### src/rtl/floo_route_return.sv
// -----------------------------------------------------------------------------
// floo_route_return
//
// Return-path route computation for a FlooNoC chimney. Each outgoing AXI
// request has its originator endpoint ID recorded in a table indexed by the
// AXI transaction ID. Responses look up that table so that they travel back
// to their originator without an address decoder.
//
// A request is held back only when accepting it would make the per-ID source
// mapping ambiguous. This happens when the ID is already outstanding with a
// different source, or when the ID has MaxTxnsPerId transactions in flight.
//
// Ports:
//   clk_i, rst_i     clock, synchronous active-high reset
//   req_valid_i/o    request valid in (upstream), out (network), gated by allow
//   req_ready_i/o    request ready in (network), out (upstream), gated by allow
//   req_axi_id_i     AXI ID of the request
//   req_src_id_i     endpoint ID of the request originator
//   rsp_valid_i/o    response valid, pass-through
//   rsp_ready_i/o    response ready, pass-through
//   rsp_axi_id_i     AXI ID of the response
//   rsp_last_i       last beat of the response; only this beat retires
//   rsp_dst_id_o     recorded source for rsp_axi_id_i (combinational lookup)
//   err_o            one-cycle pulse: a last beat retired an idle ID
//   busy_o           at least one transaction outstanding
// -----------------------------------------------------------------------------
module floo_route_return #(
  parameter int unsigned AxiIdWidth   = 4,
  parameter int unsigned MaxTxnsPerId = 4,
  parameter type         id_t         = logic
) (
  input  logic                  clk_i,
  input  logic                  rst_i,
  // request path
  input  logic                  req_valid_i,
  output logic                  req_ready_o,
  input  logic [AxiIdWidth-1:0] req_axi_id_i,
  input  id_t                   req_src_id_i,
  output logic                  req_valid_o,
  input  logic                  req_ready_i,
  // response path
  input  logic                  rsp_valid_i,
  output logic                  rsp_ready_o,
  input  logic [AxiIdWidth-1:0] rsp_axi_id_i,
  input  logic                  rsp_last_i,
  output logic                  rsp_valid_o,
  input  logic                  rsp_ready_i,
  output id_t                   rsp_dst_id_o,
  // status
  output logic                  err_o,
  output logic                  busy_o
);

  localparam int unsigned NumIds   = 2 ** AxiIdWidth;
  localparam int unsigned CntWidth = $clog2(MaxTxnsPerId + 1);

  typedef logic [CntWidth-1:0] cnt_t;

  localparam cnt_t MaxCnt = cnt_t'(MaxTxnsPerId);

  // ---------------------------------------------------------------------------
  // State
  // ---------------------------------------------------------------------------
  cnt_t cnt_q [NumIds];
  cnt_t cnt_d [NumIds];
  id_t  src_q [NumIds];
  id_t  src_d [NumIds];
  logic err_q, err_d;

  // ---------------------------------------------------------------------------
  // Request admission
  // Admission looks only at registered state. A retire in the same cycle
  // therefore never frees a slot early, and there is no path from any ready
  // input to any valid output.
  // ---------------------------------------------------------------------------
  cnt_t req_cnt;
  id_t  req_src_rec;
  logic req_idle;
  logic req_same_src;
  logic allow;
  logic accept;

  assign req_cnt      = cnt_q[req_axi_id_i];
  assign req_src_rec  = src_q[req_axi_id_i];
  assign req_idle     = (req_cnt == '0);
  assign req_same_src = (req_cnt < MaxCnt) && (req_src_rec == req_src_id_i);
  assign allow        = req_idle || req_same_src;

  assign req_valid_o  = req_valid_i & allow;
  assign req_ready_o  = req_ready_i & allow;
  assign accept       = req_valid_i & req_ready_o;

  // ---------------------------------------------------------------------------
  // Response path: pass-through handshake plus table lookup
  // ---------------------------------------------------------------------------
  logic retire;
  logic rsp_idle;

  assign rsp_valid_o  = rsp_valid_i;
  assign rsp_ready_o  = rsp_ready_i;
  assign rsp_dst_id_o = src_q[rsp_axi_id_i];

  assign retire       = rsp_valid_i & rsp_ready_i & rsp_last_i;
  assign rsp_idle     = (cnt_q[rsp_axi_id_i] == '0);

  // A last beat for an ID with nothing outstanding is reported, not counted.
  assign err_d        = retire & rsp_idle;

  // ---------------------------------------------------------------------------
  // Per-ID decode of the increment / decrement events
  // ---------------------------------------------------------------------------
  logic [NumIds-1:0] inc_hit;
  logic [NumIds-1:0] dec_hit;
  logic [NumIds-1:0] nonzero;

  for (genvar gi = 0; gi < NumIds; gi++) begin : g_id
    assign nonzero[gi] = (cnt_q[gi] != '0);
    assign inc_hit[gi] = accept && (req_axi_id_i == AxiIdWidth'(gi));
    // Decrement only when something is outstanding, so the counter never wraps.
    assign dec_hit[gi] = retire && (rsp_axi_id_i == AxiIdWidth'(gi)) && nonzero[gi];
  end

  assign busy_o = |nonzero;
  assign err_o  = err_q;

  // ---------------------------------------------------------------------------
  // Next-state computation
  // An accept and a retire on the same ID cancel out, so the count stays the
  // same. The source is only (re)loaded when the ID starts from idle. While
  // the ID is busy, the admission check already guarantees the same source.
  // ---------------------------------------------------------------------------
  always_comb begin
    for (int i = 0; i < NumIds; i++) begin
      cnt_d[i] = cnt_q[i];
      src_d[i] = src_q[i];
      if (inc_hit[i] && !dec_hit[i]) begin
        cnt_d[i] = cnt_q[i] + cnt_t'(1);
      end else if (dec_hit[i] && !inc_hit[i]) begin
        cnt_d[i] = cnt_q[i] - cnt_t'(1);
      end
      if (inc_hit[i] && !nonzero[i]) begin
        src_d[i] = req_src_id_i;
      end
    end
  end

  // ---------------------------------------------------------------------------
  // Registers
  // ---------------------------------------------------------------------------
  always_ff @(posedge clk_i) begin
    if (rst_i) begin
      for (int i = 0; i < NumIds; i++) begin
        cnt_q[i] <= '0;
        src_q[i] <= '0;
      end
      err_q <= 1'b0;
    end else begin
      for (int i = 0; i < NumIds; i++) begin
        cnt_q[i] <= cnt_d[i];
        src_q[i] <= src_d[i];
      end
      err_q <= err_d;
    end
  end

endmodule

### config.mk
export PLATFORM = sky130hd
export DESIGN_NAME = floo_route_return
export DESIGN_NICKNAME = d
export VERILOG_FILES = /design/src/rtl/floo_route_return.sv
export SDC_FILE = /design/constraint.sdc
export NUM_CORES = 1
export LEC_CHECK = 0
export ABC_AREA = 1
export BUFFER_PORTS_ARGS = -buffer_cell sky130_fd_sc_hd__buf_2
export CAP_MARGIN = 20
export CORE_MARGIN = 2
export CORE_UTILIZATION = 39
export DETAILED_ROUTE_END_ITERATION = 7
export GPL_TIMING_DRIVEN = 0
export PLACE_DENSITY = 0.64
export SYNTH_ARGS = -nofsm -noshare
export SYNTH_HDL_FRONTEND = slang
export SYNTH_SLANG_ARGS = --single-unit
### constraint.sdc
create_clock -name clk_i -period 4 [get_ports clk_i]
set_input_delay 0.6 -clock clk_i [delete_from_list [all_inputs] [get_ports clk_i]]
set_output_delay 0.6 -clock clk_i [all_outputs]
set_load 0.005 [all_outputs]
==> qor.txt, run 1 <==
Slowest-stage cell, CP: fa_1
Nets: 695
R2R Setup Slk: 0.94 ns
area taken by multi-input logic gates: 2430 sq um
Post-CTS Setup Bufs: 0
HPWL Detailed: 9830 microns
Ant. Diodes: 0
CP startpoint kind: input port
Post-synth ARST share: 0
critical path data required time: 4.26 ns
global-route wire length before repair: 20,500 microns
root buf cell: clkbuf_8
Unique masters post-synth: 32
Netlist Area Pre-Place: 4370 sq um
drt pass-1 iters: 5
PnR Total Power: 1460 uW
Total GRT Usage: 0.230
Clock Tree Buf Depth: 2
later-pin clock latency in the skew report: 0.37 ns
core box area: 10,900 sq um
Yosys top cell by area: dfxtp_1
syn nets: 666
Hold Crit Class: reg -> reg
Rel. slew slack: 0.502
synth cell count leaders: 102 x inv_1, 90 x nand2_1, 81 x o21ai_0, 79 x nor2_1, 61 x a21oi_1
final setup vio count: 0
post-route ant nets: 0
Fin Clk Skew: 0.0136 ns
Die X: 110 microns
row count: 38
vias post-DR: 4,302
sequential area share after synthesis: 0.334
worst path buffer plus inverter count: 5
Avg WL per Cell: 16.3 microns
status: completed
WL final: 12,900 microns
# fillers: 1,125
max incr delay on CP: 0.39 ns
Initial Utilization: 0.402
CTS tree: yes
P_sw: 415 uW
Seq pwr share: 0.480
Net Sw Frac: 0.285
Comb power frac: 0.126
register area: 1460 sq um
FF+latch count, synth: 65
Crit path arrival time: 3.87 ns
# hold bufs at CTS: 0
syn_area_per_cell: 7.08 sq um
leading register cell type out of synthesis: dfxtp_1
max-cap violation count: 0
area of the die: 12,100 sq um
GRT overflow: 0
vias in the first global route: 4,045
warnings from Yosys: 0
Cell Count, Final, Fillers Out: 792
Post-synth EDFFs: 16
# IOs: 23
port bufs: 18
post_cts resized: 0
Crit path max-delay family: simple AND/OR/NAND/NOR gates
final worst-path cycle share: 0.903
clock power share: 0.395
Die Height: 110 microns
top-area cell type share of the netlist area: 0.224
CTS Sinks: 65
post-route setup slack: 0.389 ns
DRT iter0 DRCs: 354
top cells by area, synth: dfxtp_1 22%, edfxtp_1 11%, o21ai_0 9.3%
CTS buffer count: 9
dpl ws: 0.163 ns
slew at the pin with the worst max-slew slack: 0.741 ns
Synth-to-Final Area Change: 10.5%
critical path peak fanout: 10
initial antenna violation count: 0
final count of hold timing violations: 0
Mapped Cells: 618
CP Class: in -> reg
clock transition at the registers of the reported paths: 0.08 ns
Fin Setup TNS: 0 ns
placer congestion estimate: 0.976
cell internal pwr: 1040 uW
CP Cell Sequence: buf_2 > nand2_1 > inv_1 > o21ai_0 > nand3_1 > nand2_1 > nand2_1 > nor2_1 > nand3_1 > nand2_2 > buf_6 > nand4_1 > inv_1 > ha_1 > inv_1 > fa_1 > a21oi_1 > o21ai_0 > o21ai_0 > a21oi_1
fin. max-slew vios: 0
largest net degree at the start of global routing: 12
cell count after placement: 776
Max IR drop VDD: 0.000124 V
DRC viols: 0
LEAKAGE: 0.00218 uW
H-tree depth: 3
PwrDens: 302 nW/um^2
unrepaired setup endpoints after global routing: false
via-per-instance ratio: 5.43
fmax: 277 MHz
element type at the critical path end: register
share of cells above drive strength 1: 0.0721
clock period minus worst slack: 3.61 ns
most numerous cell in the Yosys netlist: inv_1
metrics by stage:
stage / instance area (sq um) / util / hold slack (ns)
2_1_floorplan: 4370 / - / 0.452
3_3_place_gp: 4640 / 0.426 / 0.472
3_5_place_dp: 4640 / 0.426 / 0.484
4_1_cts: 4830 / 0.444 / 0.496
5_1_grt: 4830 / 0.444 / 0.520
6_report: 4830 / 0.444 / 0.494
worst paths after layout:
kind	startpoint	to	cells after the start
setup / recovery	req_axi_id_i[0]	cnt_q[3][2]	20
hold / removal	cnt_q[14][1]	cnt_q[14][1]	2
setup reg to reg	cnt_q[0][0]	cnt_q[3][2]	17
hold reg to reg	cnt_q[14][1]	cnt_q[14][1]	2
placed cells by master, fill, tap and decap left out, drive strengths merged, types with 3 or more instances in the layout:
master	synthesis	final
inv	104	104
nand2	93	93
o21ai	84	84
nor2	80	80
a21oi	61	61
dfxtp	49	49
nor3	25	25
buf	5	23
clkbuf	11	21
nand4	18	18
fa	16	16
ha	16	16
edfxtp	16	16
nand3	9	9
a22oi	8	8
xor2	6	6
nor4	5	5
clkinv	1	5
a21boi	3	3
worst reg2reg max path, delay by kind of cell, from the launching register on:
family	cells	cell delay (ns)
fa+ha+maj	2	0.53
flops	1	0.37
simple gates	7	1.00
buf+inv	3	0.37
compound gates	5	0.67
power groups by stage:
stage                     clock (uW)  combinational, uW  sequential (uW)
after floorplan                    0                114              711
after global placement             0                175              714
after detailed placement           0                178              714
after CTS                        583                179              699
after global routing             613                203              701
final                            575                183              699
final cells by class:
type                       instances  area share
multi-input combinational        432       0.503
clock inverter                     6      0.0119
buffer                            16      0.0179
timing repair buffer              18      0.0186
inverter                         105      0.0815
clock buffer                      10      0.0285
tap                              140      0.0362
sequential                        65       0.302
state kept, by name (all words and copies together), names as in the netlist:
signal  flops
err_o       1
src_q      16
cnt_q      48
metal layers:
metal,up-vias,GRT usage,share of wire
met5,-,0,0
met1,1993,0.304,0.45
met2,173,0.359,0.45
met3,23,0.0427,0.070
met4,0,0.112,0.028
li1,2113,-,-
kinds of logic after synthesis:
group           Yosys count  synth area share
compound gates          164             0.200
simple gates            230             0.225
flops                    65             0.334
xor+xnor                  6            0.0120
buf+inv                 121             0.110
fa+ha+maj                32             0.119
Note: power is estimated with default switching activity, not from simulation.
==> run 2: changes to the inputs <==
- CORE_UTILIZATION: 39 -> 25
- PLACE_DENSITY: 0.64 -> 0.48
==> run 2 against run 1 <==
  * Clock power rose by 34%
  * Clock-buffer cell count rose by 3
  * Global-route usage fell by 7.6 points
  * First-iteration DRC count fell by 34%
  * Sequential power barely moved
  * Non-clock buffer count did not move
  * Maximum frequency rose by 1.4%
==> qor.txt, run 2 (synthesis gave the netlist of run 1 again) <==
Rel. slew slack: 0.484 (-0.0177)
commonest cells after routing, fill and taps aside: 102 x inv_1, 90 x nand2_1, 81 x o21ai_0, 79 x nor2_1, 61 x a21oi_1
element type at the critical path end: register
Clock Tree Buf Depth: 2 (unchanged)
Fin Setup TNS: 0 ns (unchanged)
Worst Hold Depth: 2 (unchanged)
Nets: 695 (unchanged)
critical path peak fanout: 10 (unchanged)
critical path data required time: 4.23 ns (-0.03 ns)
Total GRT Usage: 0.154 (-0.0760)
final setup vio count: 0 (unchanged)
DRT iter0 DRCs: 235 (-34%)
cell count after placement: 861 (+11%)
CTS Sinks: 65 (unchanged)
slew at the pin with the worst max-slew slack: 0.768 ns (+0.0264 ns)
unrepaired setup endpoints after global routing: false
final count of hold timing violations: 0 (unchanged)
Cell Count, Final, Fillers Out: 877 (+11%)
Max IR drop VDD: 0.000220 V (+77%)
# IOs: 23 (unchanged)
Crit path arrival time: 3.79 ns (-0.08 ns)
drt pass-1 iters: 5 (unchanged)
LEAKAGE: 0.00223 uW (+2.0%)
fin. max-slew vios: 0 (unchanged)
Hold Crit Class: reg -> reg
area of the die: 18,600 sq um (+54%)
largest net degree at the start of global routing: 12 (unchanged)
fmax: 281 MHz (+1.4%)
GRT overflow: 0 (unchanged)
final worst-path cycle share: 0.890 (-0.0126)
largest reg by FF count: cnt_q
vias in the first global route: 3,767 (-6.9%)
# fillers: 1,915 (+70%)
port bufs: 18 (unchanged)
clock transition at the registers of the reported paths: 0.06 ns (-0.02 ns)
Die X: 136 microns (+24%)
post_cts resized: 0 (unchanged)
Fin Clk Skew: 0.0119 ns (-0.00170 ns)
clock power share: 0.467 (+0.072)
status: completed
P_sw: 446 uW (+7.4%)
later-pin clock latency in the skew report: 0.35 ns (-0.02 ns)
share of cells above drive strength 1: 0.0706 (-0.00153)
Net Sw Frac: 0.269 (-0.0157)
initial antenna violation count: 0 (unchanged)
# hold bufs at CTS: 0 (unchanged)
Initial Utilization: 0.255 (-0.147)
PwrDens: 329 nW/um^2 (+9.2%)
HPWL Detailed: 10,300 microns (+4.4%)
Post-CTS Setup Bufs: 0 (unchanged)
CTS buffer count: 9 (unchanged)
CP Class: in -> reg
Synth-to-Final Area Change: 15.0%
row count: 48 (+26%)
Largest register FFs: 48 (unchanged)
via-per-instance ratio: 4.70 (-13%)
Avg WL per Cell: 15.2 microns (-6.8%)
placer congestion estimate: 0.857 (-12%)
Comb power frac: 0.110 (-0.016)
post-route ant nets: 0 (unchanged)
H-tree depth: 3 (unchanged)
vias post-DR: 4,123 (-4.2%)
FF-to-FF path depth: 17 (unchanged)
global-route wire length before repair: 21,100 microns (+3.1%)
WL final: 13,300 microns (+3.2%)
core box area: 17,200 sq um (+58%)
clock period minus worst slack: 3.56 ns (-0.0503 ns)
root buf cell: clkbuf_16
Seq pwr share: 0.423 (-0.057)
CP startpoint kind: input port
Ant. Diodes: 0 (unchanged)
CTS tree: yes
DRC viols: 0 (unchanged)
cell internal pwr: 1210 uW (+16%)
Die Height: 136 microns (+24%)
most common cell after layout, fill and taps aside: inv_1
max-cap violation count: 0 (unchanged)
-- run 2: changes by cell type in the layout (fill, tap and decap cells not counted) --
cell | before | now
clkbuf_1 | 11 | 12
clkinvlp_4 | 1 | 0
bufinv_16 | 1 | 0
clkinv_2 | 4 | 3
clkbuf_8 | 10 | 3
clkbuf_16 | 0 | 9
-- run 2: critical path, stage by stage --
cell     delay, ns
buf_2         0.14
nand2_1       0.34
inv_1         0.28
o21ai_0       0.13
nand3_1       0.14
nand2_1       0.11
nand2_1       0.05
nor2_1        0.13
nand3_1       0.13
nand2_2       0.19
buf_6         0.18
nand4_1       0.19
inv_1         0.12
ha_1          0.15
inv_1         0.07
fa_1          0.37
a21oi_1       0.14
o21ai_0       0.11
o21ai_0       0.16
a21oi_1       0.05
-- run 2: power by group through the flow --
stage | logic (uW) | registers [uW] | clock network [uW]
floorplan | 114 | 711 | 0
global placement | 181 | 715 | 0
detailed placement | 180 | 715 | 0
CTS | 181 | 700 | 789
global route | 205 | 703 | 818
finish | 183 | 700 | 773
-- run 2: final cells by class --
type / instances / area, sq um / share of cell area
repair buffers: 18 / 90.1 / 0.0179
flip-flops and latches: 65 / 1460 / 0.291
inverters: 105 / 394 / 0.0784
well taps: 225 / 282 / 0.0560
clock inverters: 3 / 15.0 / 0.00299
plain buffers: 16 / 86.3 / 0.0172
multi-input cells: 432 / 2430 / 0.483
clock buffers: 13 / 270 / 0.0537
-- run 2: worst paths after layout --
check             slack [ns]      endpoint             from
setup / recovery        0.44   cnt_q[3][2]  req_axi_id_i[0]
hold / removal          0.48  cnt_q[10][2]     cnt_q[10][2]
setup reg to reg        0.97   cnt_q[3][2]      cnt_q[4][0]
hold reg to reg         0.48  cnt_q[10][2]     cnt_q[10][2]
-- run 2: routing by layer --
layer  part of all wire  global-route usage  vias up
li1                   -                   -     2118
met1               0.47               0.216     1873
met2               0.44               0.230      113
met4              0.028              0.0694        0
met3              0.055              0.0268       19
met5                  0                   0        -
-- run 2: through the flow --
step | instance area, sq um | hold WS [ns] | power [uW] | utilization | worst slack, ns
2_1_floorplan | 4370 | 0.452 | 825 | - | 1.01
3_3_place_gp | 4740 | 0.479 | 896 | 0.276 | 0.0947
3_5_place_dp | 4740 | 0.479 | 895 | 0.276 | 0.119
4_1_cts | 5030 | 0.491 | 1670 | 0.293 | 0.466
5_1_grt | 5030 | 0.515 | 1730 | 0.293 | 0.230
6_report | 5030 | 0.484 | 1660 | 0.293 | 0.439
==> run 3: changes to the inputs <==
- REMOVE_ABC_BUFFERS: not set -> 1
- TNS_END_PERCENT: not set -> 1
==> run 3 against run 2 <==
  * Wire length fell by 3.5%
  * Sequential share of layout area rose by 0.32 points
  * Clock-buffer cell count fell by 1
  * Global-route usage fell by 0.53 points
  * Total power fell by 2.5%
  * Maximum frequency fell by 0.33%
  * Critical path type unchanged
==> qor.txt, run 3 (synthesis gave the netlist of run 1 again) <==
Post-CTS Setup Bufs: 0 (unchanged)
slew at the pin with the worst max-slew slack: 0.547 ns (-0.221 ns)
vias in the first global route: 3,936 (+4.5%)
Max IR drop VDD: 0.000199 V (-9.3%)
CP startpoint kind: input port
Avg WL per Cell: 14.8 microns (-2.3%)
WHS: 0.484 ns (+0.000363 ns)
Die Height: 136 microns (unchanged)
share of cells above drive strength 1: 0.0718 (+0.00121)
HPWL Detailed: 9400 microns (-8.4%)
Hold Crit Class: reg -> reg
PwrDens: 325 nW/um^2 (-1.4%)
critical path peak fanout: 16 (+6)
placer congestion estimate: 0.888 (+3.6%)
CTS Sinks: 65 (unchanged)
CTS buffer count: 9 (unchanged)
most common cell after layout, fill and taps aside: inv_1
R2R Setup Slk: 0.94 ns (-0.03 ns)
clock transition at the registers of the reported paths: 0.05 ns (about the same)
final worst-path cycle share: 0.893 (+0.00291)
root buf cell: clkbuf_16
Fin Clk Skew: 0.0105 ns (-0.00138 ns)
status: completed
reg-to-reg startpoint: cnt_q[2][0]
via-per-instance ratio: 4.67 (-0.74%)
DRC viols: 0 (unchanged)
Initial Utilization: 0.255 (unchanged)
cell count after placement: 850 (-1.3%)
commonest cells after routing, fill and taps aside: 101 x inv_1, 89 x nand2_1, 81 x o21ai_0, 79 x nor2_1, 61 x a21oi_1
Cell Count, Final, Fillers Out: 866 (-1.3%)
H-tree depth: 3 (unchanged)
vias post-DR: 4,041 (-2.0%)
Worst Hold Depth: 2 (unchanged)
port bufs: 22 (+4)
Synth-to-Final Area Change: 13.8%
Largest register FFs: 48 (unchanged)
Nets: 684 (-1.6%)
element type at the critical path end: register
fmax: 280 MHz (-0.33%)
# IOs: 23 (unchanged)
global-route wire length before repair: 20,800 microns (-1.4%)
final setup vio count: 0 (unchanged)
largest net degree at the start of global routing: 53 (+41)
core box area: 17,200 sq um (unchanged)
CP Class: in -> reg
Crit path arrival time: 3.79 ns (about the same)
LEAKAGE: 0.00220 uW (-1.0%)
fin. max-slew vios: 0 (unchanged)
Die X: 136 microns (unchanged)
clock period minus worst slack: 3.57 ns (+0.0116 ns)
FF-to-FF End: cnt_q[7][2]
Worst Hold Launch: cnt_q[6][2]
GRT overflow: 0 (unchanged)
Total GRT Usage: 0.148 (-0.00534)
CTS tree: yes
Rel. slew slack: 0.632 (+0.148)
FF-to-FF path depth: 14 (-3)
unrepaired setup endpoints after global routing: false
area of the die: 18,600 sq um (unchanged)
max-cap violation count: 0 (unchanged)
post-route ant nets: 0 (unchanged)
hold endpoint: cnt_q[6][2]
drt pass-1 iters: 5 (unchanged)
critical path data required time: 4.22 ns (about the same)
PnR Total Power: 1620 uW (-2.5%)
final count of hold timing violations: 0 (unchanged)
Clock Tree Buf Depth: 2 (unchanged)
DRT iter0 DRCs: 295 (+26%)
later-pin clock latency in the skew report: 0.34 ns (about the same)
WL final: 12,800 microns (-3.5%)
largest reg by FF count: cnt_q
Ant. Diodes: 0 (unchanged)
initial antenna violation count: 0 (unchanged)
row count: 48 (unchanged)
[run 3: cell types whose count changed in the layout (fill, tap and decap cells not counted), moves of 2 or more]
cell | before | now
buf_6 | 2 | 0
buf_4 | 3 | 0
buf_2 | 18 | 22
clkinv_1 | 1 | 3
clkbuf_1 | 12 | 1
[run 3: final cells by class]
class                           instances  area, sq um
Fill cell                            1957        12200
Multi-Input combinational cell        432         2430
Sequential cell                        65         1460
Inverter                              105          394
Tap cell                              225          282
Clock buffer                           12          256
Timing Repair Buffer                   23          130
Clock inverter                          4         17.5
[run 3: power breakdown]
group | switching [uW] | internal [uW]
Sequential | 11.7 | 689
Combinational | 124 | 52.7
Clock | 291 | 447
Total | 427 | 1190
[run 3: metrics by stage]
| step | utilization | TNS (ns) | setup slack (ns) | area, sq um |
|---|---|---|---|---|
| 6_report | 0.290 | 0 | 0.428 | 4970 |
| 5_1_grt | 0.290 | 0 | 0.0123 | 4970 |
| 4_1_cts | 0.289 | 0 | 0.302 | 4970 |
| 3_5_place_dp | 0.274 | -0.191 | -0.0472 | 4700 |
| 3_3_place_gp | 0.272 | -0.0837 | -0.0298 | 4680 |
| 2_1_floorplan | - | 0 | 1.15 | 4290 |
[run 3: worst max-delay path: stages]
cell and delay [ns]:
buf_2 0.26, inv_2 0.17, nand2_1 0.26, nor2_1 0.10, o21ai_0 0.17, nand3_1 0.16, nor2_1 0.16, nand3_1 0.16
nand2_2 0.34, nand4_1 0.21, inv_1 0.11, ha_1 0.15, inv_1 0.06, fa_1 0.37, a21oi_1 0.15, o21ai_0 0.13
o21ai_0 0.17, a21oi_1 0.05
[run 3: worst max path at each step]
stage	end	cells past startpoint	from	slack (ns)
after global placement	cnt_q[3][2]	19	req_axi_id_i[0]	-0.03
after floorplan	cnt_q[3][2]	18	req_axi_id_i[1]	1.15
after global routing	cnt_q[3][2]	18	req_axi_id_i[0]	0.01
after detailed placement	cnt_q[3][2]	19	req_axi_id_i[0]	-0.05
final	cnt_q[7][2]	18	req_axi_id_i[0]	0.43
after CTS	cnt_q[3][2]	19	req_axi_id_i[0]	0.30
[run 3: routing by layer]
layer / vias up / track usage / part of all wire
li1: 2091 / - / -
met3: 20 / 0.0354 / 0.062
met1: 1820 / 0.209 / 0.49
met4: 0 / 0.0602 / 0.025
met5: - / 0 / 0
met2: 110 / 0.217 / 0.42
[run 3: timing repair]
item / CTS / global route
hold buffers: 0 / 0
gates resized for setup: 0 / 1
setup endpoints to repair: 0 / 3
